### src/rtl/preg_free_alloc_if.sv
// Rename/commit handshake bundle for the physical-register free-list allocator.
// master = rename and commit side, slave = allocator.
interface preg_free_alloc_if #(
  parameter int NPREG = 64,
  parameter int WIDTH = $clog2(NPREG)
);
  logic             i_req;
  logic             o_ack;
  logic             o_valid;
  logic [WIDTH-1:0] o_tag;
  logic             i_free0_en;
  logic [WIDTH-1:0] i_free0_tag;
  logic             i_free1_en;
  logic [WIDTH-1:0] i_free1_tag;
  logic             i_ckpt;
  logic             i_restore;
  logic [WIDTH:0]   o_count;
  logic             o_err;

  modport master (
    output i_req, i_free0_en, i_free0_tag, i_free1_en, i_free1_tag, i_ckpt, i_restore,
    input  o_ack, o_valid, o_tag, o_count, o_err
  );

  modport slave (
    input  i_req, i_free0_en, i_free0_tag, i_free1_en, i_free1_tag, i_ckpt, i_restore,
    output o_ack, o_valid, o_tag, o_count, o_err
  );
endinterface

### src/rtl/preg_free_alloc.sv
// Free-list bitmap allocator: one highest-index tag per cycle, same-cycle grant, two frees, one checkpoint.
// Grant is combinational (o_ack); no backpressure beyond an empty list or a restore cycle.
module preg_free_alloc #(
  parameter int NPREG = 64,
  parameter int NAREG = 32,
  parameter int WIDTH = $clog2(NPREG)
) (
  input logic          i_clk,
  input logic          i_rst,
  preg_free_alloc_if.slave bus
);
  localparam logic [NPREG-1:0] RST_BM = {{(NPREG-NAREG){1'b1}}, {NAREG{1'b0}}};

  logic [NPREG-1:0] bm, bm_n;
  logic [NPREG-1:0] ckpt, ckpt_n;
  logic [NPREG-1:0] free_bits, alloc_bit;
  logic [WIDTH:0]   count, count_n;
  logic             err, err_n;
  logic [WIDTH-1:0] top_tag;
  logic             valid, ack;
  logic             f0_live, f1_live;

  // Ascending scan so the last hit, i.e. the highest free index, wins.
  always_comb begin
    top_tag = '0;
    for (int i = 0; i < NPREG; i++) begin
      if (bm[i]) top_tag = WIDTH'(i);
    end
  end

  assign valid = |bm;
  assign ack   = bus.i_req & valid & ~bus.i_restore;

  assign f0_live = bus.i_free0_en && (bus.i_free0_tag != '0);
  assign f1_live = bus.i_free1_en && (bus.i_free1_tag != '0);

  always_comb begin
    free_bits = '0;
    if (f0_live) free_bits[bus.i_free0_tag] = 1'b1;
    if (f1_live) free_bits[bus.i_free1_tag] = 1'b1;
  end

  always_comb begin
    alloc_bit = '0;
    if (ack) alloc_bit[top_tag] = 1'b1;
  end

  // Frees are folded into the checkpoint every cycle so a restore never loses committed returns.
  always_comb begin
    if (bus.i_restore) bm_n = ckpt | free_bits;
    else               bm_n = (bm & ~alloc_bit) | free_bits;
    if (bus.i_ckpt)    ckpt_n = bm_n;
    else               ckpt_n = ckpt | free_bits;
  end

  always_comb begin
    count_n = '0;
    for (int i = 0; i < NPREG; i++) begin
      count_n = count_n + {{WIDTH{1'b0}}, bm_n[i]};
    end
  end

  // Freeing a tag that is already free (including this cycle's grant) or the same tag twice is a double free.
  always_comb begin
    err_n = err;
    if (f0_live && bm[bus.i_free0_tag]) err_n = 1'b1;
    if (f1_live && bm[bus.i_free1_tag]) err_n = 1'b1;
    if (f0_live && f1_live && (bus.i_free0_tag == bus.i_free1_tag)) err_n = 1'b1;
  end

  always_ff @(posedge i_clk) begin
    if (i_rst) begin
      bm    <= RST_BM;
      ckpt  <= RST_BM;
      count <= (WIDTH+1)'(NPREG - NAREG);
      err   <= 1'b0;
    end else begin
      bm    <= bm_n;
      ckpt  <= ckpt_n;
      count <= count_n;
      err   <= err_n;
    end
  end

  assign bus.o_valid = valid;
  assign bus.o_tag   = top_tag;
  assign bus.o_ack   = ack;
  assign bus.o_count = count;
  assign bus.o_err   = err;
endmodule

### src/flat_wrapper.sv
// flat-port wrapper written by rule: the top's interface ports become plain ports
module preg_free_alloc_flat 
#(
  parameter int NPREG = 64,
  parameter int NAREG = 32,
  parameter int WIDTH = $clog2(NPREG)
)
  (i_clk, i_rst, bus_i_req, bus_i_free0_en, bus_i_free0_tag, bus_i_free1_en, bus_i_free1_tag, bus_i_ckpt, bus_i_restore, bus_o_ack, bus_o_valid, bus_o_tag, bus_o_count, bus_o_err);
  preg_free_alloc_if #(.NPREG(NPREG), .WIDTH(WIDTH)) bus_i ();
  input logic i_clk;
  input logic i_rst;
  input wire logic [$bits(bus_i.i_req)-1:0] bus_i_req;
  input wire logic [$bits(bus_i.i_free0_en)-1:0] bus_i_free0_en;
  input wire logic [$bits(bus_i.i_free0_tag)-1:0] bus_i_free0_tag;
  input wire logic [$bits(bus_i.i_free1_en)-1:0] bus_i_free1_en;
  input wire logic [$bits(bus_i.i_free1_tag)-1:0] bus_i_free1_tag;
  input wire logic [$bits(bus_i.i_ckpt)-1:0] bus_i_ckpt;
  input wire logic [$bits(bus_i.i_restore)-1:0] bus_i_restore;
  output wire logic [$bits(bus_i.o_ack)-1:0] bus_o_ack;
  output wire logic [$bits(bus_i.o_valid)-1:0] bus_o_valid;
  output wire logic [$bits(bus_i.o_tag)-1:0] bus_o_tag;
  output wire logic [$bits(bus_i.o_count)-1:0] bus_o_count;
  output wire logic [$bits(bus_i.o_err)-1:0] bus_o_err;
  assign bus_i.i_req = bus_i_req;
  assign bus_i.i_free0_en = bus_i_free0_en;
  assign bus_i.i_free0_tag = bus_i_free0_tag;
  assign bus_i.i_free1_en = bus_i_free1_en;
  assign bus_i.i_free1_tag = bus_i_free1_tag;
  assign bus_i.i_ckpt = bus_i_ckpt;
  assign bus_i.i_restore = bus_i_restore;
  assign bus_o_ack = bus_i.o_ack;
  assign bus_o_valid = bus_i.o_valid;
  assign bus_o_tag = bus_i.o_tag;
  assign bus_o_count = bus_i.o_count;
  assign bus_o_err = bus_i.o_err;
  preg_free_alloc #(.NPREG(NPREG), .NAREG(NAREG), .WIDTH(WIDTH)) u_core (.i_clk(i_clk), .i_rst(i_rst), .bus(bus_i));
endmodule
### config.mk
export PLATFORM = sky130hd
export DESIGN_NAME = preg_free_alloc_flat
export DESIGN_NICKNAME = d
export VERILOG_FILES = /design/src/rtl/preg_free_alloc_if.sv /design/src/rtl/preg_free_alloc.sv /design/src/flat_wrapper.sv
export SDC_FILE = /design/constraint.sdc
export NUM_CORES = 1
export LEC_CHECK = 0
export CAP_MARGIN = 20
export CORE_MARGIN = 2
export CORE_UTILIZATION = 36
export CTS_CLUSTER_SIZE = 8
export DETAILED_ROUTE_END_ITERATION = 6
export GPL_ROUTABILITY_DRIVEN = 0
export PLACE_DENSITY = 0.6
export SYNTH_ARGS = -nofsm -noshare
export SYNTH_HDL_FRONTEND = slang
export SYNTH_SLANG_ARGS = --single-unit
### constraint.sdc
create_clock -name i_clk -period 8.7 [get_ports i_clk]
set_input_delay 1.305 -clock i_clk [delete_from_list [all_inputs] [get_ports i_clk]]
set_output_delay 1.305 -clock i_clk [all_outputs]
set_load 0.01 [all_outputs]
Word-level counts from Yosys, hierarchy flattened
Index checks and enable logic that the tools add are counted.
{"block": "word_totals", "ff_bits": 136}
{"block": "op_classes", "addsub": 63, "n_mux": 81, "magnitude_cmp": 6, "n_reduce_logical": 13, "n_bitwise": 8, "n_eq_ne": 1}
{"cell": "adder 7 x 1 -> 7 bit", "n": 62}
{"cell": "2-to-1 mux 6 bit", "n": 61}
{"cell": "2-to-1 mux 64 bit", "n": 5}
{"cell": "OR 64 bit", "n": 3}
{"cell": "bitwise AND 64 bit", "n": 1}
{"cell": "NOT 64 bit", "n": 1}
{"cell": "OR reduction 64 bit", "n": 1}
{"cell": "< comparator 6 x 7 -> 1 bit, second input constant", "n": 3}
{"cell": "demux 1 bit (select 6 bit)", "n": 3}
{"cell": "greater-or-equal comparator 6 x 1 -> 1 bit, second input constant", "n": 3}
{"cell": "binary-select mux 1 bit (select 6 bit)", "n": 2}
{"cell": "nonzero test 6 bit", "n": 2}
{"cell": "logical AND 1 bit", "n": 9}
{"cell": "2-to-1 mux 1 bit", "n": 9}
{"cell": "equality test 6 bit", "n": 1}
{"cell": "nonzero test 3 bit", "n": 1}
{"cell": "adder 1 x 1 -> 2 bit", "n": 1}
{"cell": "bitwise AND 1 bit", "n": 2}
{"cell": "2-to-1 mux 2 bit", "n": 1}
{"cell": "NOT 1 bit", "n": 1}

Longest topological paths before layout
{"block": "depth", "word_depth": 135, "ltp_mapped": 34}

Least setup slack after synthesis
No wires, ideal clock.
{"block": "synth_timing", "path_type": "input to register", "start": "in bus_i_free0_tag[2]", "end": "reg u_core.count[6], in the netlist u_core.bus.o_count[6]", "path_buffers": 3, "path_slack_ns": 0.170, "stages": 31, "required_time_ns": 8.572, "t_arrival_ns": 8.402, "setup_ns": 0.128, "cell_sequence": "clkbuf_1 > clkbuf_1 > clkbuf_1 > nor2_1 > nand3_1 > o22ai_1 > a21oi_1 > nand2_1 > fa_1 > inv_1 > fa_1 > fa_1 > inv_1 > fa_1 > fa_1 > fa_1 > inv_1 > fa_1 > inv_1 > fa_1 > inv_1 > fa_1 > inv_1 > fa_1 > a21o_1 > a21oi_1 > inv_1 > a21oi_1 > nor2_1 > nor2_1 > nor2_1"}
{"element": "from (decl)", "line": "flat_wrapper.sv:14", "text": "input wire logic [$bits(bus_i.i_free0_tag)-1:0] bus_i_free0_tag;"}
{"element": "< comparator 6 x 7 -> 1 bit (implied by the code) or greater-or-equal comparator 6 x 1 -> 1 bit (tied branches)", "line": "preg_free_alloc.sv:39", "text": "if (f0_live) free_bits[bus.i_free0_tag] = 1'b1;"}
{"element": "logical AND 1 bit (implied by the code)", "line": "preg_free_alloc.sv:39"}
{"element": "2-to-1 mux 1 bit (implied by the code)", "line": "preg_free_alloc.sv:39"}
{"element": "demux 1 bit (select 6 bit)"}
{"element": "2-to-1 mux 64 bit *", "line": "preg_free_alloc.sv:39"}
{"element": "OR 64 bit (no line)"}
{"element": "2-to-1 mux 64 bit *", "line": "preg_free_alloc.sv:40", "text": "if (f1_live) free_bits[bus.i_free1_tag] = 1'b1;"}
{"element": "OR 64 bit (on tied branches)", "line": "preg_free_alloc.sv:51, preg_free_alloc.sv:50"}
{"element": "2-to-1 mux 64 bit *", "line": "preg_free_alloc.sv:50", "text": "if (bus.i_restore) bm_n = ckpt | free_bits;"}
{"element": "via u_core.bm_n[18]", "line": "preg_free_alloc.sv:14", "text": "logic [NPREG-1:0] bm, bm_n;"}
{"element": "adder 7 x 1 -> 7 bit * (46 in series)", "line": "preg_free_alloc.sv:59", "text": "count_n = count_n + {{WIDTH{1'b0}}, bm_n[i]};"}
{"element": "to (signal assigned)", "line": "preg_free_alloc.sv:75", "text": "count <= (WIDTH+1)'(NPREG - NAREG);"}
{"element": "to (signal assigned)", "line": "preg_free_alloc.sv:80", "text": "count <= count_n;"}
{"element": "to (decl)", "line": "preg_free_alloc.sv:17", "text": "logic [WIDTH:0] count, count_n;"}
Mark *: on every way through the listed nets, which the timed path passes. The rest lies on a longest branch.
A chain may end at the register's enable or synchronous reset.

Worst setup path after layout
{"block": "layout_timing", "start": "reg u_core.bm[11]", "end": "reg u_core.count[5], in the netlist u_core.bus.o_count[5]"}
{"element": "from (decl)", "line": "preg_free_alloc.sv:14"}
{"element": "from (signal assigned)", "line": "preg_free_alloc.sv:78", "text": "bm <= bm_n;"}
{"element": "2-to-1 mux 6 bit (53 in series)", "line": "preg_free_alloc.sv:27", "text": "if (bm[i]) top_tag = WIDTH'(i);"}
{"element": "< comparator 6 x 7 -> 1 bit (implied by the code) or greater-or-equal comparator 6 x 1 -> 1 bit (tied branches)", "line": "preg_free_alloc.sv:45", "text": "if (ack) alloc_bit[top_tag] = 1'b1;"}
{"element": "logical AND 1 bit (implied by the code)", "line": "preg_free_alloc.sv:45"}
{"element": "2-to-1 mux 1 bit (implied by the code)", "line": "preg_free_alloc.sv:45"}
{"element": "demux 1 bit (select 6 bit)"}
{"element": "2-to-1 mux 64 bit *", "line": "preg_free_alloc.sv:45"}
{"element": "NOT 64 bit *", "line": "preg_free_alloc.sv:51", "text": "else bm_n = (bm & ~alloc_bit) | free_bits;"}
{"element": "bitwise AND 64 bit *", "line": "preg_free_alloc.sv:51"}
{"element": "OR 64 bit *", "line": "preg_free_alloc.sv:51"}
{"element": "2-to-1 mux 64 bit *", "line": "preg_free_alloc.sv:50"}
{"element": "via u_core.bm_n[22]", "line": "preg_free_alloc.sv:14"}
{"element": "adder 7 x 1 -> 7 bit * (42 in series)", "line": "preg_free_alloc.sv:59"}
Marked as above.

==> results.md <==
* Slew headroom at 19.5%
* Routed WL at 51.6 mm
* Flop pwr share at 19.5%
* Placed cell count at 1,977
* Initial antenna violation count at 0
* Fin. Hold Viols at 0
* Synth Area in Simple Gates at 19.1%
* Chip Height at 179 um
* Final core occ at 48.8%
* Cell variety after synth at 97
* Tot Pwr at 3.63 mW
* Largest net degree at the start of global routing at 95
* Cells after Synth at 1,353
* Antenna Nets Post-Route at 0
* Sw Ratio at 39.7%
* Pint at 2.19 mW
* Residual DRC at 0
* Max Cap Violations at 0
* Area grow syn2layout at 33.9%
* Root buffer cell: clkbuf_16
* Static leakage at 5.96 nW
* DPL Wire Length at 40.0 mm
* CTS sink count at 136
* Synthesis Warnings at 0
* First-pass DRT Iterations at 6
* Period utilization at 97.8%
* Share of cells above drive strength 1 at 29.3%
* Number of I/O pins at 35
* Crit. End Element: flip-flop
* Top FF cell, synth: dfxtp_1
* CORE AREA at 0.0304 mm2
* Post-synthesis xor/xnor area fraction at 0.790%
* Mapped Area at 0.0111 mm2
* Total CTS buffers at 17
* PwrDens at 244 mW/mm2
* R2R Setup Slk at 0.20 ns
* Post-Syn Area per Cell at 8.19 um2
* Setup violations, final at 0
* CP required at 8.98 ns
* DIE AREA at 0.0322 mm2
* Sequential fraction of the synthesis area at 24.6%
* Post-synthesis mux area share at 5.83%
* Compound-Gate Fraction of Synth Area at 30.9%
* H-tree Lvls at 4
* Status: complete, no violations
* Logic gate share of total power at 57.6%
* Initial Util at 36.4%
* Worst hold path type: flip-flop to flip-flop
* Drt first-iter violations at 2,091
* Drt wl/cell at 25.6 um
* Final net count at 1,696
* Number of diodes at 0
* Row count at 64
* CP max FO at 4
* Crit path launch type: flip-flop
* Peak VDD IR at 0.851 mV
* Vias in the first global route at 12,275
* # hold bufs at CTS at 0
* Vias at 12,996
* Final std cells w/o fill at 2,016
* R2R depth at 27
* Switching power at 1.44 mW
* Grt total ovfl at 0
* Worst-path clk slew at 0.06 ns
* Clk network pwr share at 22.9%
* Mapped Nets at 1,442
* Clock Path Buffers at 2
* Post-synth EDFFs at 0
* DIE WIDTH at 179 um
* Hold path depth at 2
* Worst Max-Slew Pin Slew at 1.21 ns
* Post-Synth Adder-Cell Area at 11.6%
* Post-synth ARST share at 0%
* Vias per cell at 6.45
* Yosys reg bits at 136
* Main combinational cell family by area after synthesis: compound AO/OA/AOI/OAI gates
* TritonCTS clock tree: built
* Fmax achieved at 118 MHz
* Tmin final at 8.50 ns
* Arr. time, crit path at 8.78 ns
* Clock skew at 0.0151 ns
* WS Path Type: flip-flop to flip-flop
* Buffers on Ports at 34
* Global-route wire length before repair at 76.6 mm
* Final Slew Violations at 0
* Total GRT Usage at 31.3%
* Clk_lat worst skew at 0.45 ns
==> cell usage after synthesis (9+ instances only) <==
library cell  count  share of area [%]
nor3_1           32                1.4
nand2_1         108                3.7
nand4_1           9               0.51
or4_1             9               0.61
o211ai_1         25                1.7
o221ai_1         16                1.3
a22oi_1          13               0.88
nor4_1           17               0.96
o21ai_0          52                2.3
a211oi_1         10               0.68
nand3b_1         10               0.68
a21oi_1          92                4.2
inv_1            89                3.0
nand3_1          43                1.9
or3_1             9               0.51
a222oi_1         16                1.4
clkbuf_1         84                2.8
nor2_1           84                2.8
fa_1             54                9.8
dfxtp_1         136                 25
o31ai_1          17                1.2
mux2i_1          15                1.4
mux4_2           20                4.1
ha_1             16                1.8
o21a_1           17                1.2
nor2b_1          17               0.96
o311ai_1         22                1.7
o21ai_1          24                1.1
and2_1           21                1.2
buf_2            20               0.90
a31oi_1          16               0.90
o22ai_1          55                3.1
nand2b_1          9               0.51
a21boi_0         12               0.81
==> per-stage QoR <==
step                      TNS, ns  hold WS, ns  worst slack, ns  area (um2)
after floorplan                 0        0.433            0.170       11100
after global placement      -1.61        0.450           -0.465       13800
after detailed placement    -1.92        0.453           -0.477       13800
after CTS                       0        0.462         0.000279       14500
after global routing      -0.0154        0.499          -0.0154       14800
final                           0        0.468            0.195       14800
==> flip-flops by register name (all words and copies together), names as in the netlist <==
| name | count |
|---|---|
| u_core.bm | 64 |
| u_core.ckpt | 64 |
| u_core.bus.o_err | 1 |
| u_core.bus.o_count | 7 |
==> metal layers <==
metal / wire length [um] / global-route usage (%) / share of wire (%) / vias up
met2: 21200 / 44.4 / 41 / 1004
li1: - / - / - / 5582
met5: 0 / 0 / 0 / -
met3: 7350 / 9.32 / 14 / 170
met1: 20300 / 43.2 / 39 / 6240
met4: 2670 / 14.9 / 5.2 / 0
==> path summary, 6_finish.rpt <==
path                        from               endpoint
hold reg to reg   u_core.ckpt[0]         u_core.ckpt[0]
hold / removal    u_core.ckpt[0]         u_core.ckpt[0]
setup / recovery   u_core.bm[11]  u_core.bus.o_count[5]
setup reg to reg   u_core.bm[11]  u_core.bus.o_count[5]
==> layout make-up <==
class | count | area (um2)
clock buffers | 17 | 425
multi-input cells | 1011 | 7870
flip-flops and latches | 136 | 2730
inverters | 92 | 345
repair buffers | 349 | 2750
clock inverters | 15 | 225
well taps | 396 | 495
fillers | 2937 | 15600
==> critical path: stages, from the launching register on <==
cell	delay (ns)
dfxtp_1	0.33
nor4_2	0.32
o31a_1	0.28
o211ai_1	0.19
a2111oi_4	0.50
o31a_2	0.24
buf_4	0.16
a211oi_4	0.06
o31ai_1	0.81
fa_1	0.56
inv_1	0.09
fa_1	0.45
fa_1	0.53
inv_1	0.06
fa_1	0.39
fa_1	0.51
fa_1	0.52
fa_1	0.54
inv_1	0.05
fa_1	0.53
inv_1	0.07
ha_1	0.29
a21o_1	0.15
a21o_1	0.18
a21o_1	0.18
a21oi_2	0.13
xnor2_1	0.13
nand2_1	0.08
==> cells by family (layout without fill, tap and decap cells) <==
| kind of cell | count (synthesis) | after routing |
|---|---|---|
| adders and majority gates | 70 | 70 |
| DFF | 136 | 136 |
| muxes | 39 | 39 |
| AOI/OAI and AO/OA | 483 | 483 |
| buffers and inverters | 206 | 473 |
| xor gates and xnor gates | 10 | 10 |
| and+or+nand+nor | 409 | 409 |
==> power by group through the flow <==
stage          logic (mW)  registers [mW]  clock network (mW)
6_report             2.09           0.706               0.831
5_1_grt              2.39           0.708               0.856
4_1_cts              2.05           0.703               0.833
3_5_place_dp         2.03           0.716                   0
3_3_place_gp         2.02           0.717                   0
2_1_floorplan        1.38           0.713                   0
==> repair_timing <==
item	4_1_cts	5_1_grt
pin swaps	0	28
gates resized for setup	2	75
setup buffers	0	7
endpoints found under the setup margin	3	6
==> cells in the final DEF, fill, tap and decap left out, types with 17 or more instances in the layout <==
cell / synthesis / routed
o21ai_1: 24 / 24
mux4_2: 20 / 20
a21oi_1: 92 / 89
o311ai_1: 22 / 20
inv_1: 89 / 86
nand3_1: 43 / 40
clkbuf_16: 0 / 17
dfxtp_1: 136 / 132
nor3_1: 32 / 28
and2_1: 21 / 21
o211ai_1: 25 / 25
fa_1: 54 / 52
o22ai_1: 55 / 54
o21a_1: 17 / 17
nand2_1: 108 / 102
clkdlybuf4s50_1: 0 / 31
o21ai_0: 52 / 46
buf_4: 1 / 312
nor2_1: 84 / 81
(Power assumes the default switching activity.)
